<file path="config.mk">
export PLATFORM = sky130hd
export DESIGN_NAME = inst_encoder
export DESIGN_NICKNAME = d
export VERILOG_FILES = /design/src/rtl/inst_encoder.sv
export SDC_FILE = /design/constraint.sdc
export NUM_CORES = 1
export LEC_CHECK = 0
export ABC_AREA = 1
export BUFFER_PORTS_ARGS = -buffer_cell sky130_fd_sc_hd__buf_2
export CAP_MARGIN = 10
export CORE_MARGIN = 1.5
export CORE_UTILIZATION = 35
export DETAILED_ROUTE_END_ITERATION = 6
export PLACE_DENSITY_LB_ADDON = 0.25
export SLEW_MARGIN = 20
export SYNTH_ARGS = -nofsm -noshare
export SYNTH_HDL_FRONTEND = slang
export SYNTH_SLANG_ARGS = --single-unit
</file>
<file path="constraint.sdc">
create_clock -name clk -period 2.4 [get_ports clk]
set_input_delay 0 -clock clk [delete_from_list [all_inputs] [get_ports clk]]
set_output_delay 0 -clock clk [all_outputs]
set_load 0.02 [all_outputs]
</file>
<file path="src/rtl/inst_encoder.sv">
// RV32 instruction encoder: packs opcode, register, funct and immediate fields
// into one word through a two-stage valid/ready pipeline, flagging bad immediates.
module inst_encoder #(
  parameter int CNT_W    = 16,
  parameter int ERRCNT_W = 8
) (
  input  logic                clk,
  input  logic                rst_n,
  input  logic                flush,
  input  logic                in_valid,
  output logic                in_ready,
  input  logic [2:0]          in_fmt,
  input  logic [6:0]          in_opcode,
  input  logic [2:0]          in_funct3,
  input  logic [6:0]          in_funct7,
  input  logic [4:0]          in_rd,
  input  logic [4:0]          in_rs1,
  input  logic [4:0]          in_rs2,
  input  logic [31:0]         in_imm,
  output logic                out_valid,
  input  logic                out_ready,
  output logic [31:0]         out_inst,
  output logic                out_err_range,
  output logic                out_err_align,
  output logic                out_err_fmt,
  output logic [CNT_W-1:0]    enc_count,
  output logic [ERRCNT_W-1:0] err_count
);

  typedef enum logic [2:0] {
    FMT_R = 3'd0, FMT_I = 3'd1, FMT_S = 3'd2, FMT_B = 3'd3,
    FMT_U = 3'd4, FMT_J = 3'd5, FMT_Z = 3'd6, FMT_X = 3'd7
  } fmt_e;

  typedef struct packed {
    fmt_e        fmt;
    logic [6:0]  opcode;
    logic [2:0]  funct3;
    logic [6:0]  funct7;
    logic [4:0]  rd;
    logic [4:0]  rs1;
    logic [4:0]  rs2;
    logic [31:0] imm;
  } req_t;

  typedef struct packed {
    logic range;
    logic align;
    logic fmt;
  } err_t;

  logic                s1_valid_q, s1_valid_d;
  req_t                s1_req_q, s1_req_d;
  err_t                s1_err_q, s1_err_d;
  logic                s2_valid_q, s2_valid_d;
  logic [31:0]         s2_inst_q, s2_inst_d;
  err_t                s2_err_q, s2_err_d;
  logic [CNT_W-1:0]    enc_count_q, enc_count_d;
  logic [ERRCNT_W-1:0] err_count_q, err_count_d;

  logic  s2_load, out_fire;
  err_t  in_err;
  logic  sext11_ok, sext12_ok, sext20_ok;
  logic [31:0] packed_word;

  // A signed immediate fits when every bit above the field's sign bit matches it.
  assign sext11_ok = (&in_imm[31:11]) || ~(|in_imm[31:11]);
  assign sext12_ok = (&in_imm[31:12]) || ~(|in_imm[31:12]);
  assign sext20_ok = (&in_imm[31:20]) || ~(|in_imm[31:20]);

  always_comb begin
    // NOTE: every always_comb output gets a default first so no path can infer a latch.
    in_err = '0;
    case (fmt_e'(in_fmt))
      FMT_I, FMT_S: in_err.range = !sext11_ok;
      FMT_B: begin
        in_err.range = !sext12_ok;
        in_err.align = in_imm[0];
      end
      FMT_U: in_err.align = |in_imm[11:0];
      FMT_J: begin
        in_err.range = !sext20_ok;
        in_err.align = in_imm[0];
      end
      FMT_Z: in_err.range = |in_imm[31:5];
      FMT_X: in_err.fmt   = 1'b1;
      default: ;
    endcase
  end

  always_comb begin
    packed_word = {s1_req_q.funct7, s1_req_q.rs2, s1_req_q.rs1,
                   s1_req_q.funct3, s1_req_q.rd, s1_req_q.opcode};
    case (s1_req_q.fmt)
      FMT_I: packed_word[31:20] = s1_req_q.imm[11:0];
      FMT_S: begin
        packed_word[31:25] = s1_req_q.imm[11:5];
        packed_word[11:7]  = s1_req_q.imm[4:0];
      end
      FMT_B: begin
        packed_word[31]    = s1_req_q.imm[12];
        packed_word[30:25] = s1_req_q.imm[10:5];
        packed_word[11:8]  = s1_req_q.imm[4:1];
        packed_word[7]     = s1_req_q.imm[11];
      end
      FMT_U: packed_word[31:12] = s1_req_q.imm[31:12];
      FMT_J: begin
        packed_word[31]    = s1_req_q.imm[20];
        packed_word[30:21] = s1_req_q.imm[10:1];
        packed_word[20]    = s1_req_q.imm[11];
        packed_word[19:12] = s1_req_q.imm[19:12];
      end
      FMT_Z: packed_word[19:15] = s1_req_q.imm[4:0];
      default: ;
    endcase
  end

  always_comb begin
    s2_load  = !s2_valid_q || out_ready;
    in_ready = !s1_valid_q || s2_load;
    out_fire = s2_valid_q && out_ready;

    s1_valid_d = s1_valid_q;
    s1_req_d   = s1_req_q;
    s1_err_d   = s1_err_q;
    s2_valid_d = s2_valid_q;
    s2_inst_d  = s2_inst_q;
    s2_err_d   = s2_err_q;

    // Flush beats any same-cycle input; an output handshake still counts below.
    if (flush) begin
      s1_valid_d = 1'b0;
      s2_valid_d = 1'b0;
    end else begin
      if (in_ready) begin
        s1_valid_d = in_valid;
        if (in_valid) begin
          s1_req_d = '{fmt: fmt_e'(in_fmt), opcode: in_opcode, funct3: in_funct3,
                       funct7: in_funct7, rd: in_rd, rs1: in_rs1, rs2: in_rs2,
                       imm: in_imm};
          s1_err_d = in_err;
        end
      end
      if (s2_load) begin
        s2_valid_d = s1_valid_q;
        if (s1_valid_q) begin
          s2_inst_d = packed_word;
          s2_err_d  = s1_err_q;
        end
      end
    end

    enc_count_d = enc_count_q;
    err_count_d = err_count_q;
    if (out_fire) begin
      enc_count_d = enc_count_q + CNT_W'(1);
      if ((|s2_err_q) && (err_count_q != {ERRCNT_W{1'b1}}))
        err_count_d = err_count_q + ERRCNT_W'(1);
    end
  end

  // NOTE: sequential state uses non-blocking assignments so all flops update together.
  // The payload registers are reset as well, so out_inst and flags read 0 after reset.
  always_ff @(posedge clk or negedge rst_n) begin
    if (!rst_n) begin
      s1_valid_q  <= 1'b0;
      s1_req_q    <= '0;
      s1_err_q    <= '0;
      s2_valid_q  <= 1'b0;
      s2_inst_q   <= '0;
      s2_err_q    <= '0;
      enc_count_q <= '0;
      err_count_q <= '0;
    end else begin
      s1_valid_q  <= s1_valid_d;
      s1_req_q    <= s1_req_d;
      s1_err_q    <= s1_err_d;
      s2_valid_q  <= s2_valid_d;
      s2_inst_q   <= s2_inst_d;
      s2_err_q    <= s2_err_d;
      enc_count_q <= enc_count_d;
      err_count_q <= err_count_d;
    end
  end

  assign out_valid     = s2_valid_q;
  assign out_inst      = s2_inst_q;
  assign out_err_range = s2_err_q.range;
  assign out_err_align = s2_err_q.align;
  assign out_err_fmt   = s2_err_q.fmt;
  assign enc_count     = enc_count_q;
  assign err_count     = err_count_q;

endmodule

</file>
==> metrics.txt <==
Clock Latency Late Sink 0.43 ns; sequential area share after synthesis 55.1%; outcome complete, no violations; Routed WL 16300 um; # rows 47; asr flop ratio synth 100%; WP data required 2.76 ns; dpl ws 0.725 ns; Reg power frac 43.1%; Crit. End Element flip-flop; vias per cell 4.57; VDD IR max 0.553 mV; Psw 0.00204 W; Commonest cells post-synth nand2_1 (276), dfrtp_1 (131), nor2_1 (64), inv_1 (58), o21ai_0 (45); fin util 49.1%; worst r2r src out_valid$_DFFE_PN0P_; core footprint 0.0166 mm2; final clock period utilization by the worst path 84.0%; First DRT Iteration DRCs 262; static leakage 4.22 nW; crit path DAT 2.38 ns; input/output buffers 132; final worst path period need 2.02 ns; power share of the combinational group 21.3%; antenna cells 0; setup TNS 0 ns; via count 5345; pwr dens 809 mW/mm2; RSZ-0062 raised after global routing false; Synth Area per Inst 8.18 um2; FF-to-FF End s1_err_q[1]$_DFFE_PN0P_; H-tree levels 4; total power 0.00659 W; gp weighted congestion 0.860; DP Wirelength 11500 um; CTS max path bufs 2; Syn Inst Count 727; Synth Net Count 801; slew margin rel. 50.5%; CTS Buf Count 17; Die X 133 um; largest cells by area after synthesis dfrtp_1 (55%), nand2_1 (17%), nor2_1 (4.0%), o21ai_0 (3.8%), inv_1 (3.7%); vias in the first global route 5261; WP depth 8; Final Hold Violating Endpoints 0; Primary FF master, synth dfrtp_1; WHS 0.0974 ns; worst slew pin tran 0.743 ns; CP top delay family buffers and inverters; fmax 0.496 GHz; crit path max fanout 36; post-synth top area share 55.1%; io pins 133; Post-synth EDFFs 0; grt ovf 0; Critical Path Start Type flip-flop; reg-to-reg slack, setup 0.38 ns; crit path kind reg -> reg; largest net degree at the start of global routing 80; worst-path cell chain inv_1, nor2_1, nand2_1, nand2_2, inv_2, nand3_1, o22ai_1, dlygate4sd3_1; Finish-stage setup viols 0; first-pass GRT wire length 26600 um; Remaining DRCs 0; Hold Crit Class in -> async; worst path bufs/invs 3; delay of the slowest critical-path stage 0.56 ns; initial antenna violation count 0; CTS clk-pin slew, worst paths 0.06 ns; DRT Pass-1 Iters 4; clk sink count 131; Post-Syn Area 0.00595 mm2; Die H 133 um; starting density of the core 35.9%; internal power 0.00454 W; post-synthesis cell type count 33; final worst setup slack 0.383 ns; Clock Skew 0.00606 ns; TritonCTS clock tree done; CTS resizes 0; Clk pwr share 35.7%; Yosys warning total 0; CTS Root Cell clkbuf_16; top-count cell post-synth nand2_1; Antenna Nets Post-Route 0; Net Sw Frac 31.1%; DR WL/cell 13.9 um; GRT Util Overall 19.4%; slowest library cell on the worst path dlygate4sd3_1; Seq cells post-synth 131; Max Transition Viols Final 0; Layout Nets 1012; die area 0.0178 mm2; layout cells sized above 1 20.7%; Area growth syn-to-layout 36.9%; worst reg-to-reg path cell count 8; max cap viols 0; post-synth top area cell dfrtp_1
==> worst max-delay path by stage <==
stage	slack [ns]	endpoint	startpoint
after floorplan	0.80	err_count[3]$_DFFE_PN0P_	err_count[1]$_DFFE_PN0P_
after global placement	0.78	s1_req_q[20]$_DFFE_PN0P_	out_valid$_DFFE_PN0P_
final	0.38	s1_err_q[1]$_DFFE_PN0P_	out_valid$_DFFE_PN0P_
after detailed placement	0.72	s1_req_q[29]$_DFFE_PN0P_	out_valid$_DFFE_PN0P_
after global routing	0.14	s1_err_q[1]$_DFFE_PN0P_	out_valid$_DFFE_PN0P_
after CTS	0.38	s1_err_q[1]$_DFFE_PN0P_	out_valid$_DFFE_PN0P_
==> timing repair <==
item | 4_1_cts | 5_1_grt
buffers inserted | 0 | 0
hold buffers | 72 | 0
endpoints found under the hold margin | 181 | 0
setup endpoints to repair | 0 | 0
==> power groups by stage <==
stage / clock, W / sequential, W / combinational (W)
CTS: 0.00239 / 0.00284 / 0.00141
global route: 0.00251 / 0.00288 / 0.00157
global placement: 0 / 0.00286 / 0.00130
detailed placement: 0 / 0.00287 / 0.00131
floorplan: 0 / 0.00306 / 0.000557
finish: 0.00235 / 0.00284 / 0.00140
==> stage by stage <==
step,instances,instance area (um2)
floorplan,727,5950
global placement,1067,6890
detailed placement,1067,6890
CTS,1170,8140
global route,1170,8140
finish,1170,8140
==> state kept, by name, indices dropped and copies added, names as in the netlist <==
register / cells
enc_count: 16
err_count: 8
out_err_align: 1
out_err_fmt: 1
out_err_range: 1
out_inst: 32
out_valid: 1
packed_word: 7
s1_err_q: 3
s1_req_q: 60
s1_valid_q: 1
==> layer usage <==
| metal | GRT usage, % | part of all wire (%) | wire length (um) |
|---|---|---|---|
| met1 | 26.5 | 47 | 7680 |
| met4 | 5.19 | 1.7 | 280 |
| met5 | 0 | 0 | 0 |
| met3 | 6.01 | 4.6 | 755 |
| met2 | 29.9 | 46 | 7540 |
==> area by class of cell <==
class	instances	area, um2
clock buffers	26	509
well taps	220	275
fillers	1623	8440
flip-flops and latches	131	3280
inverters	63	236
clock inverters	5	25.0
multi-input cells	511	2340
repair buffers	214	1480
==> cells in the final DEF, fill, tap and decap left out, types with 5 or more instances in the layout <==
cell / n
buf_4: 9
inv_2: 5
o21ai_1: 6
xor2_1: 11
o21ai_0: 45
nand2_1: 276
nand2_2: 8
clkbuf_16: 17
a31oi_1: 7
buf_2: 131
nand3_1: 20
inv_1: 58
nor2_1: 64
dfrtp_1: 131
a21oi_1: 30
xnor2_1: 9
clkbuf_8: 5
dlygate4sd3_1: 72
clkinv_2: 5
==> logic make-up (layout without fill, tap and decap cells) <==
family,after synthesis,count (layout),synth area share [%]
fa+ha+maj,2,2,0.421
xor+xnor,20,20,2.94
buf+inv,85,308,5.62
compound gates,97,97,8.73
flops,131,131,55.1
simple gates,392,392,27.2
Note: power is estimated with default switching activity, not from simulation.
